## src/rtl/program_loader.sv

```systemverilog
// Boot loader: receives a length-prefixed, checksummed byte image and writes it into
// instruction memory, holding the processor in reset until the image has been verified.
module program_loader #(
  parameter int ADDR_W    = 10,
  parameter int MEM_BYTES = 1024,
  parameter int BASE_ADDR = 0
) (
  input  logic              clock,
  input  logic              reset,
  input  logic              in_valid,
  input  logic [7:0]        in_byte,
  output logic              in_ready,
  output logic              mem_we,
  output logic [ADDR_W-1:0] mem_addr,
  output logic [7:0]        mem_wdata,
  output logic              cpu_reset,
  output logic              done,
  output logic              error
);

  typedef enum logic [2:0] {
    S_LEN_LO,
    S_LEN_HI,
    S_DATA,
    S_CSUM,
    S_DONE,
    S_ERR
  } state_t;

  // One extra bit so that a 16-bit length can be compared against MEM_BYTES = 65536.
  localparam logic [16:0] MAX_LEN = 17'(MEM_BYTES);

  state_t              state_q, state_d;
  logic [15:0]         len_q, len_d;
  logic [15:0]         idx_q, idx_d;
  logic [7:0]          sum_q, sum_d;
  logic                in_ready_q, in_ready_d;
  logic                mem_we_q, mem_we_d;
  logic [ADDR_W-1:0]   mem_addr_q, mem_addr_d;
  logic [7:0]          mem_wdata_q, mem_wdata_d;
  logic                cpu_reset_q, cpu_reset_d;
  logic                done_q, done_d;
  logic                error_q, error_d;
  logic                accept;

  // in_ready_q always mirrors whether state_q is a receiving state, so this
  // never depends on in_valid through anything but the final AND.
  assign accept = in_valid && in_ready_q;

  always_ff @(posedge clock or negedge reset) begin
    if (!reset) begin
      state_q <= S_LEN_LO;
    end else begin
      state_q <= state_d;
    end
  end

  always_comb begin
    state_d = state_q;
    if (accept) begin
      case (state_q)
        S_LEN_LO: state_d = S_LEN_HI;
        S_LEN_HI: begin
          if ({1'b0, in_byte, len_q[7:0]} > MAX_LEN) begin
            state_d = S_ERR;
          end else if ({in_byte, len_q[7:0]} == 16'd0) begin
            state_d = S_CSUM;
          end else begin
            state_d = S_DATA;
          end
        end
        S_DATA: begin
          if (idx_q == len_q - 16'd1) begin
            state_d = S_CSUM;
          end
        end
        S_CSUM:  state_d = (in_byte == sum_q) ? S_DONE : S_ERR;
        default: state_d = state_q;
      endcase
    end
  end

  // Status outputs are registered from the next state so they change on the
  // same edge that completes the transition.
  always_comb begin
    in_ready_d  = (state_d == S_LEN_LO) || (state_d == S_LEN_HI) ||
                  (state_d == S_DATA)   || (state_d == S_CSUM);
    done_d      = (state_d == S_DONE);
    error_d     = (state_d == S_ERR);
    cpu_reset_d = (state_d != S_DONE);
  end

  always_comb begin
    len_d       = len_q;
    idx_d       = idx_q;
    sum_d       = sum_q;
    mem_we_d    = 1'b0;
    mem_addr_d  = mem_addr_q;
    mem_wdata_d = mem_wdata_q;
    if (accept) begin
      case (state_q)
        S_LEN_LO: len_d[7:0]  = in_byte;
        S_LEN_HI: len_d[15:8] = in_byte;
        S_DATA: begin
          mem_we_d    = 1'b1;
          mem_addr_d  = ADDR_W'(BASE_ADDR + 32'(idx_q));
          mem_wdata_d = in_byte;
          sum_d       = sum_q + in_byte;
          idx_d       = idx_q + 16'd1;
        end
        default: ;
      endcase
    end
  end

  always_ff @(posedge clock or negedge reset) begin
    if (!reset) begin
      len_q       <= '0;
      idx_q       <= '0;
      sum_q       <= '0;
      in_ready_q  <= 1'b0;
      mem_we_q    <= 1'b0;
      mem_addr_q  <= '0;
      mem_wdata_q <= '0;
      cpu_reset_q <= 1'b1;
      done_q      <= 1'b0;
      error_q     <= 1'b0;
    end else begin
      len_q       <= len_d;
      idx_q       <= idx_d;
      sum_q       <= sum_d;
      in_ready_q  <= in_ready_d;
      mem_we_q    <= mem_we_d;
      mem_addr_q  <= mem_addr_d;
      mem_wdata_q <= mem_wdata_d;
      cpu_reset_q <= cpu_reset_d;
      done_q      <= done_d;
      error_q     <= error_d;
    end
  end

  assign in_ready  = in_ready_q;
  assign mem_we    = mem_we_q;
  assign mem_addr  = mem_addr_q;
  assign mem_wdata = mem_wdata_q;
  assign cpu_reset = cpu_reset_q;
  assign done      = done_q;
  assign error     = error_q;

endmodule

```

## config.mk

```make
export PLATFORM = sky130hd
export DESIGN_NAME = program_loader
export DESIGN_NICKNAME = d
export VERILOG_FILES = /design/src/rtl/program_loader.sv
export SDC_FILE = /design/constraint.sdc
export NUM_CORES = 1
export LEC_CHECK = 0
export ABC_AREA = 1
export CAP_MARGIN = 40
export CORE_MARGIN = 2
export CORE_UTILIZATION = 63
export DETAILED_ROUTE_END_ITERATION = 10
export DONT_BUFFER_PORTS = 1
export PLACE_DENSITY = 0.89
export SETUP_SLACK_MARGIN = 0.5
export SYNTH_ARGS = -nofsm -noshare
export SYNTH_HDL_FRONTEND = slang
export SYNTH_SLANG_ARGS = --single-unit
```

## constraint.sdc

```tcl
create_clock -name clock -period 2.1 [get_ports clock]
set_input_delay 0.42 -clock clock [delete_from_list [all_inputs] [get_ports clock]]
set_output_delay 0.42 -clock clock [all_outputs]
set_load 0.05 [all_outputs]
```

==> metrics.txt <==
# TYPE chip_impl_metric gauge
chip_impl_metric{name="maxClockFrequency",unit="MHz"} 505
chip_impl_metric{name="peakVddDrop",unit="mV"} 0.383
chip_impl_metric{name="share_of_the_synthesized_area_in_the_top_cell_type",unit="%"} 45.3
chip_impl_info{name="crit_chain",value="inv_2, ha_4, nand2_4, nor2_4, buf_12, nand3_1, nand3_1, nand2_1, nor2_1, nand2_1, nor2_1, nand2_1, nand2_2, nand2_2, nor2_1"} 1
chip_impl_metric{name="grt_start_max_net_pins",unit=""} 67
chip_impl_metric{name="final.setup_skew",unit="ps"} 11.1
chip_impl_metric{name="clock_sinks",unit=""} 66
chip_impl_metric{name="regArea",unit="um2"} 1660
chip_impl_metric{name="worst-slew-pin-transition",unit="ps"} 515
chip_impl_info{name="worstReg2RegStart",value="len_q[1]"} 1
chip_impl_metric{name="final.fill_count",unit=""} 314
chip_impl_info{name="post-synth-top-count-cell",value="nand2_1"} 1
chip_impl_metric{name="dpl_worst_slack",unit="ps"} 112
chip_impl_metric{name="min_period",unit="ps"} 1980
chip_impl_metric{name="gp_routability_congestion",unit=""} 0.891
chip_impl_metric{name="detailed_place_hpwl",unit="um"} 5490
chip_impl_info{name="synthFlopType",value="dfrtp_1"} 1
chip_impl_metric{name="dieWidth",unit="um"} 79.5
chip_impl_metric{name="syn2layout_area_growth",unit="%"} 24.8
chip_impl_metric{name="core.rowCount",unit=""} 27
chip_impl_metric{name="cts.path.max_buffers",unit=""} 2
chip_impl_metric{name="global_route.usage.total",unit="%"} 29.5
chip_impl_metric{name="wire_length_of_the_first_global_routing_pass",unit="um"} 14300
chip_impl_metric{name="post_drt_wl_per_cell",unit="um"} 16.7
chip_impl_metric{name="finalMaxSlewViolations",unit=""} 0
chip_impl_metric{name="worst_skew_pair.late_latency",unit="ps"} 350
chip_impl_metric{name="postSynthNetCount",unit=""} 474
chip_impl_metric{name="drive_above_1_share",unit="%"} 26.3
chip_impl_info{name="grt_setup_unrepaired",value="true"} 1
chip_impl_metric{name="timing.slew.headroom",unit="%"} 65.6
chip_impl_metric{name="ctsHtreeMaxLevel",unit=""} 3
chip_impl_metric{name="worst_path_largest_cell_delay",unit="ps"} 420
chip_impl_metric{name="timing.final.hold_violations",unit=""} 66
chip_impl_metric{name="synth-edff-count",unit=""} 0
chip_impl_metric{name="final_design_instance_area_without_fill",unit="um2"} 4480
chip_impl_metric{name="avgSynthCellArea",unit="um2"} 7.92
chip_impl_metric{name="floorplan.initialDensity",unit="%"} 65.1
chip_impl_metric{name="yosys.cell_types.count",unit=""} 28
chip_impl_metric{name="drtIter0Drc",unit=""} 321
chip_impl_metric{name="register_area_share_after_synthesis",unit="%"} 46.1
chip_impl_metric{name="synthesized_flop_and_latch_total",unit=""} 66
chip_impl_metric{name="p_leak",unit="nW"} 2.26
chip_impl_metric{name="detail_route.first_pass.iterations",unit=""} 6
chip_impl_metric{name="gate_count_after_technology_mapping",unit=""} 453
chip_impl_metric{name="final_core_utilization",unit="%"} 81.3
chip_impl_info{name="startpoint_type",value="register"} 1
chip_impl_metric{name="drcViolationCount",unit=""} 0
chip_impl_metric{name="tritoncts.num_buffers",unit=""} 9
chip_impl_info{name="ys_top_cells_by_area",value="dfrtp_1 45%, nand2_1 14%, o21ai_0 6.1%"} 1
chip_impl_info{name="timing.setup.critical_path_class",value="register to register"} 1
chip_impl_metric{name="final_min_period_over_clock_period",unit="%"} 94.3
chip_impl_metric{name="final_antenna_net_count",unit=""} 0
chip_impl_metric{name="grt_antenna_before_repair",unit=""} 0
chip_impl_metric{name="nets",unit=""} 518
chip_impl_metric{name="post_drt_via_cell_ratio",unit=""} 5.80
chip_impl_metric{name="power_per_cell_area",unit="nW/um2"} 534
chip_impl_info{name="cts_root_buf",value="clkbuf_8"} 1
chip_impl_metric{name="postRouteWirelength",unit="um"} 9560
chip_impl_metric{name="worstPathMaxFanout",unit=""} 6
chip_impl_info{name="tritoncts",value="done"} 1
chip_impl_metric{name="ports_placed_on_the_boundary",unit=""} 34
chip_impl_metric{name="multi_input_comb_area",unit="um2"} 1950
chip_impl_info{name="synth_top_cells_by_count",value="135 x nand2_1, 65 x dfrtp_1, 56 x inv_1, 44 x o21ai_0, 34 x nor2_1"} 1
chip_impl_info{name="worst_min_delay_path_class",value="input port to asynchronous set/reset pin"} 1
chip_impl_metric{name="fin_total_pwr",unit="W"} 0.00239
chip_impl_metric{name="yosysWarnings",unit=""} 0
chip_impl_metric{name="max_capacitance_violation_count",unit=""} 0
chip_impl_metric{name="grt-ovfl-total",unit=""} 0
chip_impl_metric{name="port_buffers",unit=""} 0
chip_impl_metric{name="worstPathRequired",unit="ps"} 2380
chip_impl_metric{name="holdWs",unit="ps"} -241
chip_impl_metric{name="reg2reg_setup_slack",unit="ps"} 120
chip_impl_metric{name="finalWorstSetupSlack",unit="ps"} 119
chip_impl_metric{name="num_antenna_cells",unit=""} 0
chip_impl_info{name="violations",value="negative hold slack"} 1
chip_impl_metric{name="syn-cell-area",unit="um2"} 3590
chip_impl_info{name="status",value="complete, but fails checks"} 1
chip_impl_metric{name="worst_reg_to_reg_path_cell_count",unit=""} 15
chip_impl_metric{name="async_reset_ff_share",unit="%"} 100
chip_impl_info{name="critPathSlowestCell",value="dfrtp_1"} 1
chip_impl_metric{name="path_clk_slew",unit="ps"} 80
chip_impl_info{name="setup.worst_path.end_class",value="register"} 1
chip_impl_metric{name="placeableCoreArea",unit="um2"} 5510
chip_impl_metric{name="via_count_of_the_first_global_routing_pass",unit=""} 3129
chip_impl_metric{name="placed_cells_incl_taps",unit=""} 521
chip_impl_metric{name="setup_viol_count_final",unit=""} 0
chip_impl_metric{name="dr_total_vias",unit=""} 3323
chip_impl_info{name="dominant_cell_type_by_area_after_synthesis",value="dfrtp_1"} 1
chip_impl_metric{name="fp.dieH",unit="um"} 79.5
chip_impl_metric{name="finalNonFillerCells",unit=""} 573
chip_impl_metric{name="design.die.area",unit="um2"} 6310
chip_impl_metric{name="place_area",unit="um2"} 3730
chip_impl_metric{name="worst_ep_arrival_time",unit="ps"} 2260
chip_impl_info{name="regToRegEndpoint",value="error"} 1
[per-stage QoR]
step	setup TNS [ps]	hold slack (ps)
after floorplan	0	124
after global placement	0	126
after detailed placement	0	126
after CTS	0	-240
after global routing	-0.367	-251
final	0	-241
[registers in the layout (all words and copies together) (netlist names)]
register / flops
len_q: 16
idx_q: 16
mem_wdata: 8
done: 1
cpu_reset: 1
sum_q: 8
state_q: 3
in_ready: 1
error: 1
mem_addr: 10
mem_we: 1
[logic make-up (layout without fill, tap and decap cells)]
logic type / Yosys count / in the layout / share of synthesized area, %
and+or+nand+nor: 229 / 229 / 28.6
DFF: 66 / 66 / 46.1
xor gates and xnor gates: 28 / 28 / 6.84
AOI/OAI and AO/OA: 54 / 54 / 7.74
adders and majority gates: 10 / 10 / 3.70
buffers and inverters: 66 / 114 / 7.01
[cells in the final DEF, fill, tap and decap left out, types with 5 or more instances in the layout]
master and count:
nand2_2 18, inv_1 52, o21ai_2 5, dfrtp_1 60, nand3_1 30, xor2_1 20
nand2_1 116, nor3_1 5, clkbuf_8 10, nor2_4 11, dfrtp_2 5, buf_4 29
nor2_1 27, o21ai_0 36, xnor2_1 6, buf_6 11, inv_2 5
[where the power goes]
group	switching, W	internal, W	total, W
registers	0	0.00127	0.00127
logic	0.0000292	0.0000159	0.0000450
clock network	0.000502	0.000575	0.00108
[per-layer routing]
metal  share of wire, %  GRT usage, %  routed length, um  up-vias
met2                 50          48.2               4780      162
li1                   -             -                  -     1521
met4                4.0          14.1                378        0
met3                6.4          5.88                610       36
met5                  0             0                  0        -
met1                 40          37.4               3800     1604
[what timing repair did]
| item | 4_1_cts | 5_1_grt |
|---|---|---|
| setup endpoints to repair | 25 | 42 |
| buffers inserted | 19 | 18 |
| pin swaps | 19 | 24 |
| hold endpoints to repair | 66 | 66 |
| cloned | 0 | 0 |
| resized for setup | 23 | 54 |
[final cells by class]
class / count / area share [%]
multi-input cells: 321 / 43.6
clock buffers: 11 / 3.16
repair buffers: 41 / 8.08
inverters: 58 / 4.92
clock inverters: 4 / 1.17
flip-flops and latches: 66 / 37.1
well taps: 72 / 2.01
[worst max path at each step]
| stage | slack (ps) | startpoint | depth (start not counted) | end |
|---|---|---|---|---|
| final | 120 | len_q[1] | 15 | error |
| after global routing | -0.4 | len_q[9] | 13 | error |
| after CTS | 250 | len_q[1] | 13 | error |
| after detailed placement | 110 | len_q[0] | 14 | error |
| after global placement | 180 | len_q[0] | 14 | error |
| after floorplan | 400 | len_q[0] | 15 | error |
[critical path: cells and delay by family (launching register included)]
family	cells	cell delay, ps
flip-flops	1	420
adder cells (fa/ha/maj)	1	150
AND/OR/NAND/NOR	12	1130
buffers and inverters	2	230
Power figures use the tool's default switching activity.
